File: config.mk
export PLATFORM = sky130hd
export DESIGN_NAME = in_fft_fifo_ctrl_flat
export DESIGN_NICKNAME = d
export VERILOG_FILES = /design/src/rtl/in_fft_fifo_ctrl_if.sv /design/src/rtl/in_fft_fifo_ctrl.sv /design/src/flat_wrapper.sv
export SDC_FILE = /design/constraint.sdc
export NUM_CORES = 1
export LEC_CHECK = 0
export CAP_MARGIN = 20
export CORE_UTILIZATION = 40
export CTS_CLUSTER_SIZE = 24
export DETAILED_ROUTE_END_ITERATION = 16
export DONT_BUFFER_PORTS = 1
export HOLD_SLACK_MARGIN = 0.15
export SLEW_MARGIN = 30
export SYNTH_ARGS = -nofsm -noshare
export SYNTH_HDL_FRONTEND = slang
export SYNTH_SLANG_ARGS = --single-unit
File: constraint.sdc
create_clock -name WR_CLK -period 2.8 [get_ports WR_CLK]
set_input_delay 0.56 -clock WR_CLK [delete_from_list [all_inputs] [get_ports WR_CLK]]
set_output_delay 0.56 -clock WR_CLK [all_outputs]
set_load 0.005 [all_outputs]
File: src/rtl/in_fft_fifo_ctrl_if.sv
// -----------------------------------------------------------------------------
// in_fft_fifo_ctrl_if
// Bundles the sample-source handshake, FIFO control/status, butterfly pair
// handshake and frame status of the input-FIFO frame sequencer.
//   master : used by the controller (drives strobes, mode, status)
//   slave  : used by the environment (source, FIFO, butterfly engine)
// Parameter FCW sets the FRAME_CNT width and must match the controller.
// -----------------------------------------------------------------------------
interface in_fft_fifo_ctrl_if #(
   parameter int FCW = 16
);
   logic           ABORT;
   logic           S_VALID;
   logic           S_READY;
   logic           FIFO_WR_FULL;
   logic           FIFO_R_EMPTY;
   logic           FIFO_WR_INC;
   logic           FIFO_R_INC;
   logic           FIFO_BLOCK;
   logic           FIFO_RST;
   logic           PAIR_READY;
   logic           PAIR_VALID;
   logic           FRAME_DONE;
   logic           BUSY;
   logic [FCW-1:0] FRAME_CNT;

   modport master (
      input  ABORT, S_VALID, FIFO_WR_FULL, FIFO_R_EMPTY, PAIR_READY,
      output S_READY, FIFO_WR_INC, FIFO_R_INC, FIFO_BLOCK, FIFO_RST,
             PAIR_VALID, FRAME_DONE, BUSY, FRAME_CNT
   );

   modport slave (
      output ABORT, S_VALID, FIFO_WR_FULL, FIFO_R_EMPTY, PAIR_READY,
      input  S_READY, FIFO_WR_INC, FIFO_R_INC, FIFO_BLOCK, FIFO_RST,
             PAIR_VALID, FRAME_DONE, BUSY, FRAME_CNT
   );
endinterface

File: src/rtl/in_fft_fifo_ctrl.sv
// -----------------------------------------------------------------------------
// in_fft_fifo_ctrl
// Frame sequencer for the iterative-FFT input FIFO. Loads N = 2^AWL samples in
// write mode, flips the FIFO to block (pair-read) mode, issues N/2 pair reads
// to the butterfly engine, pulses FRAME_DONE and returns to loading.
// Ports:
//   WR_CLK : clock for all logic
//   R_RST  : synchronous active-high reset
//   bus    : master modport of in_fft_fifo_ctrl_if (handshakes, FIFO control,
//            frame status)
// S_READY / FIFO_WR_INC / FIFO_R_INC are combinational; all other outputs are
// registered.
// -----------------------------------------------------------------------------
module in_fft_fifo_ctrl #(
   parameter int AWL = 8,
   parameter int FCW = 16
) (
   input  logic                 WR_CLK,
   input  logic                 R_RST,
   in_fft_fifo_ctrl_if.master   bus
);
   typedef enum logic [1:0] {S_LOAD, S_SWITCH, S_DRAIN, S_FLUSH} state_t;

   state_t         r_state, w_state_nxt;
   logic [AWL-1:0] r_wr_cnt, w_wr_cnt_nxt;
   logic [AWL-2:0] r_pair_cnt;
   logic           r_block, r_pair_valid, r_frame_done, r_busy, r_abort;
   logic [FCW-1:0] r_frame_cnt;
   logic           w_s_ready, w_wr_inc, w_r_inc, w_last_wr, w_last_pair;

   // ---------------- state register ----------------
   always_ff @(posedge WR_CLK) begin
      if (R_RST) r_state <= S_LOAD;
      else       r_state <= w_state_nxt;
   end

   // ---------------- next-state logic ----------------
   always_comb begin
      w_state_nxt = r_state;
      case (r_state)
         S_LOAD:   if (w_last_wr)   w_state_nxt = S_SWITCH;
         S_SWITCH:                  w_state_nxt = S_DRAIN;
         S_DRAIN:  if (w_last_pair) w_state_nxt = S_FLUSH;
         S_FLUSH:                   w_state_nxt = S_LOAD;
         default:                   w_state_nxt = S_LOAD;
      endcase
      // abort beats a coincident final sample / final pair: frame is dropped
      if (bus.ABORT) w_state_nxt = S_LOAD;
   end

   // ---------------- combinational outputs ----------------
   always_comb begin
      // r_abort marks the FIFO-reset cycle; no sample may land in it
      w_s_ready   = (r_state == S_LOAD) && !bus.FIFO_WR_FULL && !r_abort && !R_RST;
      w_wr_inc    = w_s_ready && bus.S_VALID;
      w_r_inc     = (r_state == S_DRAIN) && bus.PAIR_READY && !bus.FIFO_R_EMPTY && !R_RST;
      w_last_wr   = w_wr_inc && (r_wr_cnt == '1);
      w_last_pair = w_r_inc && (r_pair_cnt == '1);
      // counter wraps to 0 on the last sample by natural overflow
      w_wr_cnt_nxt = r_wr_cnt + AWL'(w_wr_inc);
   end

   // ---------------- counters and registered outputs ----------------
   always_ff @(posedge WR_CLK) begin
      if (R_RST) begin
         r_wr_cnt     <= '0;
         r_pair_cnt   <= '0;
         r_block      <= 1'b0;
         r_pair_valid <= 1'b0;
         r_frame_done <= 1'b0;
         r_frame_cnt  <= '0;
         r_busy       <= 1'b0;
         r_abort      <= 1'b0;
      end else begin
         r_abort <= bus.ABORT;
         if (bus.ABORT) begin
            r_wr_cnt     <= '0;
            r_pair_cnt   <= '0;
            r_block      <= 1'b0;
            r_pair_valid <= 1'b0;
            r_frame_done <= 1'b0;
            r_busy       <= 1'b0;
         end else begin
            r_wr_cnt     <= w_wr_cnt_nxt;
            r_pair_cnt   <= r_pair_cnt + (AWL-1)'(w_r_inc);
            // block mode held from SWITCH through FLUSH
            r_block      <= (w_state_nxt != S_LOAD);
            // FIFO read data appears one cycle after the strobe
            r_pair_valid <= w_r_inc;
            // entering FLUSH: done pulse and count land together
            r_frame_done <= w_last_pair;
            if (w_last_pair) r_frame_cnt <= r_frame_cnt + FCW'(1);
            r_busy       <= (w_state_nxt != S_LOAD) || (w_wr_cnt_nxt != '0);
         end
      end
   end

   assign bus.S_READY     = w_s_ready;
   assign bus.FIFO_WR_INC = w_wr_inc;
   assign bus.FIFO_R_INC  = w_r_inc;
   assign bus.FIFO_BLOCK  = r_block;
   assign bus.FIFO_RST    = R_RST | r_abort;
   assign bus.PAIR_VALID  = r_pair_valid;
   assign bus.FRAME_DONE  = r_frame_done;
   assign bus.BUSY        = r_busy;
   assign bus.FRAME_CNT   = r_frame_cnt;

endmodule

File: src/flat_wrapper.sv
// flat-port wrapper written by rule: the top's interface ports become plain ports
module in_fft_fifo_ctrl_flat 
#(
   parameter int AWL = 8,
   parameter int FCW = 16
)
  (WR_CLK, R_RST, bus_ABORT, bus_S_VALID, bus_FIFO_WR_FULL, bus_FIFO_R_EMPTY, bus_PAIR_READY, bus_S_READY, bus_FIFO_WR_INC, bus_FIFO_R_INC, bus_FIFO_BLOCK, bus_FIFO_RST, bus_PAIR_VALID, bus_FRAME_DONE, bus_BUSY, bus_FRAME_CNT);
  in_fft_fifo_ctrl_if #(.FCW(FCW)) bus_i ();
  input  logic WR_CLK;
  input  logic R_RST;
  input wire logic [$bits(bus_i.ABORT)-1:0] bus_ABORT;
  input wire logic [$bits(bus_i.S_VALID)-1:0] bus_S_VALID;
  input wire logic [$bits(bus_i.FIFO_WR_FULL)-1:0] bus_FIFO_WR_FULL;
  input wire logic [$bits(bus_i.FIFO_R_EMPTY)-1:0] bus_FIFO_R_EMPTY;
  input wire logic [$bits(bus_i.PAIR_READY)-1:0] bus_PAIR_READY;
  output wire logic [$bits(bus_i.S_READY)-1:0] bus_S_READY;
  output wire logic [$bits(bus_i.FIFO_WR_INC)-1:0] bus_FIFO_WR_INC;
  output wire logic [$bits(bus_i.FIFO_R_INC)-1:0] bus_FIFO_R_INC;
  output wire logic [$bits(bus_i.FIFO_BLOCK)-1:0] bus_FIFO_BLOCK;
  output wire logic [$bits(bus_i.FIFO_RST)-1:0] bus_FIFO_RST;
  output wire logic [$bits(bus_i.PAIR_VALID)-1:0] bus_PAIR_VALID;
  output wire logic [$bits(bus_i.FRAME_DONE)-1:0] bus_FRAME_DONE;
  output wire logic [$bits(bus_i.BUSY)-1:0] bus_BUSY;
  output wire logic [$bits(bus_i.FRAME_CNT)-1:0] bus_FRAME_CNT;
  assign bus_i.ABORT = bus_ABORT;
  assign bus_i.S_VALID = bus_S_VALID;
  assign bus_i.FIFO_WR_FULL = bus_FIFO_WR_FULL;
  assign bus_i.FIFO_R_EMPTY = bus_FIFO_R_EMPTY;
  assign bus_i.PAIR_READY = bus_PAIR_READY;
  assign bus_S_READY = bus_i.S_READY;
  assign bus_FIFO_WR_INC = bus_i.FIFO_WR_INC;
  assign bus_FIFO_R_INC = bus_i.FIFO_R_INC;
  assign bus_FIFO_BLOCK = bus_i.FIFO_BLOCK;
  assign bus_FIFO_RST = bus_i.FIFO_RST;
  assign bus_PAIR_VALID = bus_i.PAIR_VALID;
  assign bus_FRAME_DONE = bus_i.FRAME_DONE;
  assign bus_BUSY = bus_i.BUSY;
  assign bus_FRAME_CNT = bus_i.FRAME_CNT;
  in_fft_fifo_ctrl #(.AWL(AWL), .FCW(FCW)) u_core (.WR_CLK(WR_CLK), .R_RST(R_RST), .bus(bus_i));
endmodule
* Word level (Yosys, flattened, before mapping) *
Index checks and enable logic that the tools add are counted.

storage, ports and cells
  logic and storage cells = 42
  output and inout port bits = 24
  register bits after elaboration = 38
  bits of input ports = 7

cells by class
  bitwise operators = 2
  equality and inequality tests = 5
  reductions and logical operators = 19
  $add $sub $neg = 3
  multiplexer cells = 4

operator list
  operator               number
  $add 16x1->16 const B  1
  $logic_and 1x1->1      9
  $add 8x1->8            1
  $eq 8x8->1 const B     1
  $pmux 2 s4             1
  $reduce_bool 8->1      1
  $add 7x1->7            1
  $eq 7x7->1 const B     1
  $mux 2                 3
  $eq 2x2->1 const B     2
  $logic_not 1->1        4
  $eq 2x1->1 const B     1
  $logic_not 2->1        1
  $reduce_and 2->1       1
  $reduce_bool 2->1      1
  $reduce_or 2->1        1
  $logic_or 1x1->1       1
  $not 1->1              1
  $or 1x1->1             1

* Longest topological paths before layout *
  depth in word-level cells = 11
  depth in mapped cells = 10

* Worst setup path before layout *
No wires, ideal clock.

  path type = input to register
  start point = input R_RST
  end point = register u_core.r_busy (netlist: u_core.bus.BUSY)
  arrival time = 2.603 ns
  data required time = 2.666 ns
  stages = 8
  setup slack = 0.063 ns
  cells stage by stage = nor4b_1 > and2_1 > ha_1 > nand3_1 > or4b_1 > o211ai_1 > a21oi_1 > or4_1

on the way
  word-level cells in the longest chain between the ends = 9
  elaborated cells on any way between the ends = 15
  those cells by class = add/sub (1); mux (4); reduce/logical (10)

RTL lines
  what                                                 line                    text
  start: declaration                                   flat_wrapper.sv:10      input logic R_RST;
  $logic_not 1->1 *                                    in_fft_fifo_ctrl.sv:54  w_s_ready = (r_state == S_LOAD) && !bus.FIFO_WR_FULL && !r_abort && !R_RST;
  $logic_and 1x1->1 *                                  in_fft_fifo_ctrl.sv:54
  $logic_and 1x1->1 *                                  in_fft_fifo_ctrl.sv:55  w_wr_inc = w_s_ready && bus.S_VALID;
  net bus_FIFO_WR_INC                                  flat_wrapper.sv:17      output wire logic [$bits(bus_i.FIFO_WR_INC)-1:0] bus_FIFO_WR_INC;
  branches (longest 5 deep; another with $add 8x1->8)  n/a
  $logic_or 1x1->1 *                                   in_fft_fifo_ctrl.sv:93  r_busy <= (w_state_nxt != S_LOAD) || (w_wr_cnt_nxt != '0);
  end signal: assignment                               in_fft_fifo_ctrl.sv:93
  end: declaration                                     in_fft_fifo_ctrl.sv:27  logic r_block, r_pair_valid, r_frame_done, r_busy, r_abort;

Mark *: on every way through the listed nets, which the timed path passes.
A chain may end at the register's enable or synchronous reset.

* Worst setup path in the final report *
  start point = register u_core.r_state[0]
  end point = register u_core.r_busy (netlist: u_core.bus.BUSY)

on the way
  word-level cells in the longest chain between the ends = 11
  elaborated cells on any way between the ends = 21
  those cells by class = add/sub (1); eq/ne (3); mux (4); reduce/logical (13)

RTL lines
  what                                                  line                    text
  start: declaration                                    in_fft_fifo_ctrl.sv:24  state_t r_state, w_state_nxt;
  start signal: assignment                              in_fft_fifo_ctrl.sv:34  else r_state <= w_state_nxt;
  branches (longest 10 deep; another with $add 8x1->8)  n/a
  $logic_or 1x1->1 *                                    in_fft_fifo_ctrl.sv:93

Every way passes the cells marked *.

==> out/qor.csv <==
metric;value;unit
pwr/cell area;534;mW/mm^2
synthesis-to-finish area growth;10.2;%
result of the run;finished clean;
clock tree from TritonCTS;done;
worst min path class;in -> reg;
remaining antenna violation count;0;
area enclosed by the die boundary;0.00457;sq mm
fraction of met1 tracks used by global routing;17.7;%
Port-buffer cells;0;
maximum clock frequency;381;MHz
global routing usage on met3;6.59;%
netlist area before placement;0.00172;sq mm
CTS HTree Levels;2;
data arrival time at the worst-slack endpoint;2.80;ns
net count after synthesis;207;
total power consumption of the routed design;0.00101;W
Row Count;23;
hold violation count in the final report;0;
number of global-route vias before repair;1320;
GRT Max-Usage Layer;met2;
placeable core region;0.00406;sq mm
net total in the final layout;209;
starting density of the core;42.4;%
final number of setup-violating endpoints;0;
I/O pin count;31;
maximum clock insertion buffer count;2;
average wire length per cell after detail routing;14.2;um
first-pass GRT wire length;5780;um
worst slack after detailed placement;-0.00279;ns
total of warnings raised by yosys;0;
peak fanout along the critical path;4;
TritonCTS Buffers;5;
max-slew violation count;0;
cell area after layout;0.00190;sq mm
max-cap viol count;0;
Clock Pin Slew Worst Setup and Hold Paths;0.08;ns
ratio of cells with drive above 1 in the final layout;9.74;%
synthesized netlist cell count;192;
detailed-route via count;1323;
period utilization;93.9;%
layout filler cell count;392;
Slew Limit Headroom;52.4;%
# hold bufs at CTS;0;
maximum number of pins on one net before global-route repair;23;
Final Hold Slack;0.327;ns
post-route setup TNS;0;ns
placed standard-cell area;0.00177;sq mm
CP Class;reg -> reg;
Peak VDD IR;0.000354;V
register bit count reported by yosys;38;
initial antenna violation count;0;
WP data required;2.97;ns
Horiz. Die Dim;67.6;um
router iterations before antenna repair;4;
die height;67.6;um
detail-routed via count per cell;5.40;
final global-route overflow total;0;
DRT Wirelength;3470;um
diode count;0;
transition at the pin with the smallest max-transition slack;0.704;ns
global routing met2 resource utilization;29.1;%
remaining design rule violation count;0;
shortest period the worst path allows;2.63;ns
critical path capture point type;flop;
global placer's final weighted congestion;0.738;
library cells used by synthesis;32;
sequential cell area fraction in the yosys report;44.2;%
Max Clock Skew;0.00858;ns
cell chosen for the clock root;sky130_fd_sc_hd__clkbuf_8;
Post-DP HPWL;2480;um
overall track demand over capacity in global routing;17.0;%
kind of start point of the critical path;flop;
Clock Latency Late Sink;0.29;ns
cell leakage power;0.685;nW
post-route worst setup slack;0.172;ns
number of sinks driven by the clock tree;38;
average footprint of a synthesized cell;8.97;sq um
initial DRC count;27;
[flip-flops by register name (all words and copies together), names as in the netlist, 2 cells and up]
name	cells
u_core.r_wr_cnt	8
u_core.bus.FRAME_CNT	16
u_core.r_state	2
u_core.r_pair_cnt	7
[cell usage in the layout, fill, tap and decap left out, types with 8 or more instances in the layout]
cell / instances
sky130_fd_sc_hd__nand3_1: 14
sky130_fd_sc_hd__nor3_1: 8
sky130_fd_sc_hd__nor2_1: 25
sky130_fd_sc_hd__a21oi_1: 8
sky130_fd_sc_hd__ha_1: 8
sky130_fd_sc_hd__xor2_1: 13
sky130_fd_sc_hd__xnor2_1: 8
sky130_fd_sc_hd__dfxtp_1: 38
sky130_fd_sc_hd__nand2_1: 10
sky130_fd_sc_hd__o21ai_0: 8
[routing by layer]
| layer | vias to the layer above | wire length [um] |
|---|---|---|
| li1 | 670 | - |
| met1 | 617 | 1480 |
| met2 | 29 | 1700 |
| met3 | 7 | 217 |
| met4 | 0 | 64 |
| met5 | - | 0 |
[worst paths after layout]
path         slack [ns]  depth (start not counted)                  from               endpoint
max                0.17                         10     u_core.r_state[0]        u_core.bus.BUSY
min reg2reg        0.49                          2  u_core.r_pair_cnt[6]   u_core.r_pair_cnt[6]
min                0.33                          1             bus_ABORT  u_core.bus.PAIR_VALID
max reg2reg        0.17                         10     u_core.r_state[0]        u_core.bus.BUSY
[Yosys cell counts]
cell type / count / area, sq um
sky130_fd_sc_hd__dfxtp_1: 38 / 761
sky130_fd_sc_hd__nor2_1: 25 / 93.8
sky130_fd_sc_hd__nand3_1: 15 / 75.1
sky130_fd_sc_hd__xor2_1: 13 / 114
sky130_fd_sc_hd__nand2_1: 10 / 37.5
sky130_fd_sc_hd__a21oi_1: 8 / 40.0
sky130_fd_sc_hd__ha_1: 8 / 100
sky130_fd_sc_hd__nor3_1: 8 / 40.0
sky130_fd_sc_hd__o21ai_0: 8 / 40.0
sky130_fd_sc_hd__xnor2_1: 8 / 70.1
sky130_fd_sc_hd__and2_1: 6 / 37.5
sky130_fd_sc_hd__nand4_1: 6 / 37.5
sky130_fd_sc_hd__or3_1: 6 / 37.5
sky130_fd_sc_hd__clkbuf_1: 5 / 18.8
sky130_fd_sc_hd__inv_1: 4 / 15.0
sky130_fd_sc_hd__or2_2: 3 / 18.8
sky130_fd_sc_hd__and3_1: 2 / 12.5
sky130_fd_sc_hd__nor4_1: 2 / 12.5
sky130_fd_sc_hd__nor4b_1: 2 / 17.5
sky130_fd_sc_hd__or4_1: 2 / 15.0
sky130_fd_sc_hd__or4_4: 2 / 22.5
sky130_fd_sc_hd__a211oi_1: 1 / 7.51
sky130_fd_sc_hd__and4_1: 1 / 8.76
sky130_fd_sc_hd__buf_1: 1 / 3.75
sky130_fd_sc_hd__buf_6: 1 / 11.3
sky130_fd_sc_hd__clkinv_1: 1 / 3.75
sky130_fd_sc_hd__nand3b_1: 1 / 7.51
sky130_fd_sc_hd__nand4bb_1: 1 / 11.3
sky130_fd_sc_hd__nand4bb_4: 1 / 27.5
sky130_fd_sc_hd__nor2b_1: 1 / 6.26
sky130_fd_sc_hd__o211ai_1: 1 / 7.51
sky130_fd_sc_hd__or4b_1: 1 / 10.0
[where the power goes]
group | leakage [nW] | switching (W) | internal [W] | total [W]
clock network | 0.0579 | 0.000194 | 0.000262 | 0.000456
logic | 0.321 | 0.00000710 | 0.00000780 | 0.0000149
registers | 0.306 | 0.000000987 | 0.000541 | 0.000542
[area by class of cell]
| class | count | area, sq um | share of cell area, % |
|---|---|---|---|
| flip-flops and latches | 38 | 761 | 40.1 |
| repair buffers | 2 | 15.0 | 0.792 |
| clock buffers | 5 | 68.8 | 3.63 |
| clock inverters | 3 | 40.0 | 2.11 |
| inverters | 5 | 18.8 | 0.989 |
| multi-input cells | 142 | 931 | 49.1 |
| well taps | 50 | 62.6 | 3.30 |
[logic make-up after synthesis]
logic type / after synthesis / share of synthesized area (%)
flip-flops: 38 / 44.2
buffers and inverters: 12 / 3.05
AO/OA/AOI/OAI: 18 / 5.52
adder cells (fa/ha/maj): 8 / 5.81
AND/OR/NAND/NOR: 95 / 30.7
XOR/XNOR: 21 / 10.7
[what timing repair did]
| action | 4_1_cts | 5_1_grt |
|---|---|---|
| endpoints found under the setup margin | 0 | 1 |
| resized for setup | 0 | 4 |
| setup buffers | 0 | 0 |
[per-stage QoR]
step | instances | util, %
2_1_floorplan | 192 | -
3_3_place_gp | 237 | 43.5
3_5_place_dp | 237 | 43.5
4_1_cts | 245 | 46.2
5_1_grt | 245 | 46.7
6_report | 245 | 46.7
[critical path, stage by stage (launching register included)]
cell and delay [ns]:
sky130_fd_sc_hd__dfxtp_1 0.32, sky130_fd_sc_hd__inv_1 0.12, sky130_fd_sc_hd__ha_1 0.17, sky130_fd_sc_hd__nor4b_4 0.21, sky130_fd_sc_hd__and2_4 0.19, sky130_fd_sc_hd__ha_1 0.19, sky130_fd_sc_hd__nand3_2 0.11, sky130_fd_sc_hd__or4b_1 0.48
sky130_fd_sc_hd__o211ai_1 0.10, sky130_fd_sc_hd__a21oi_1 0.09, sky130_fd_sc_hd__or4_1 0.52
No activity file was read; power rests on OpenSTA's default activity.
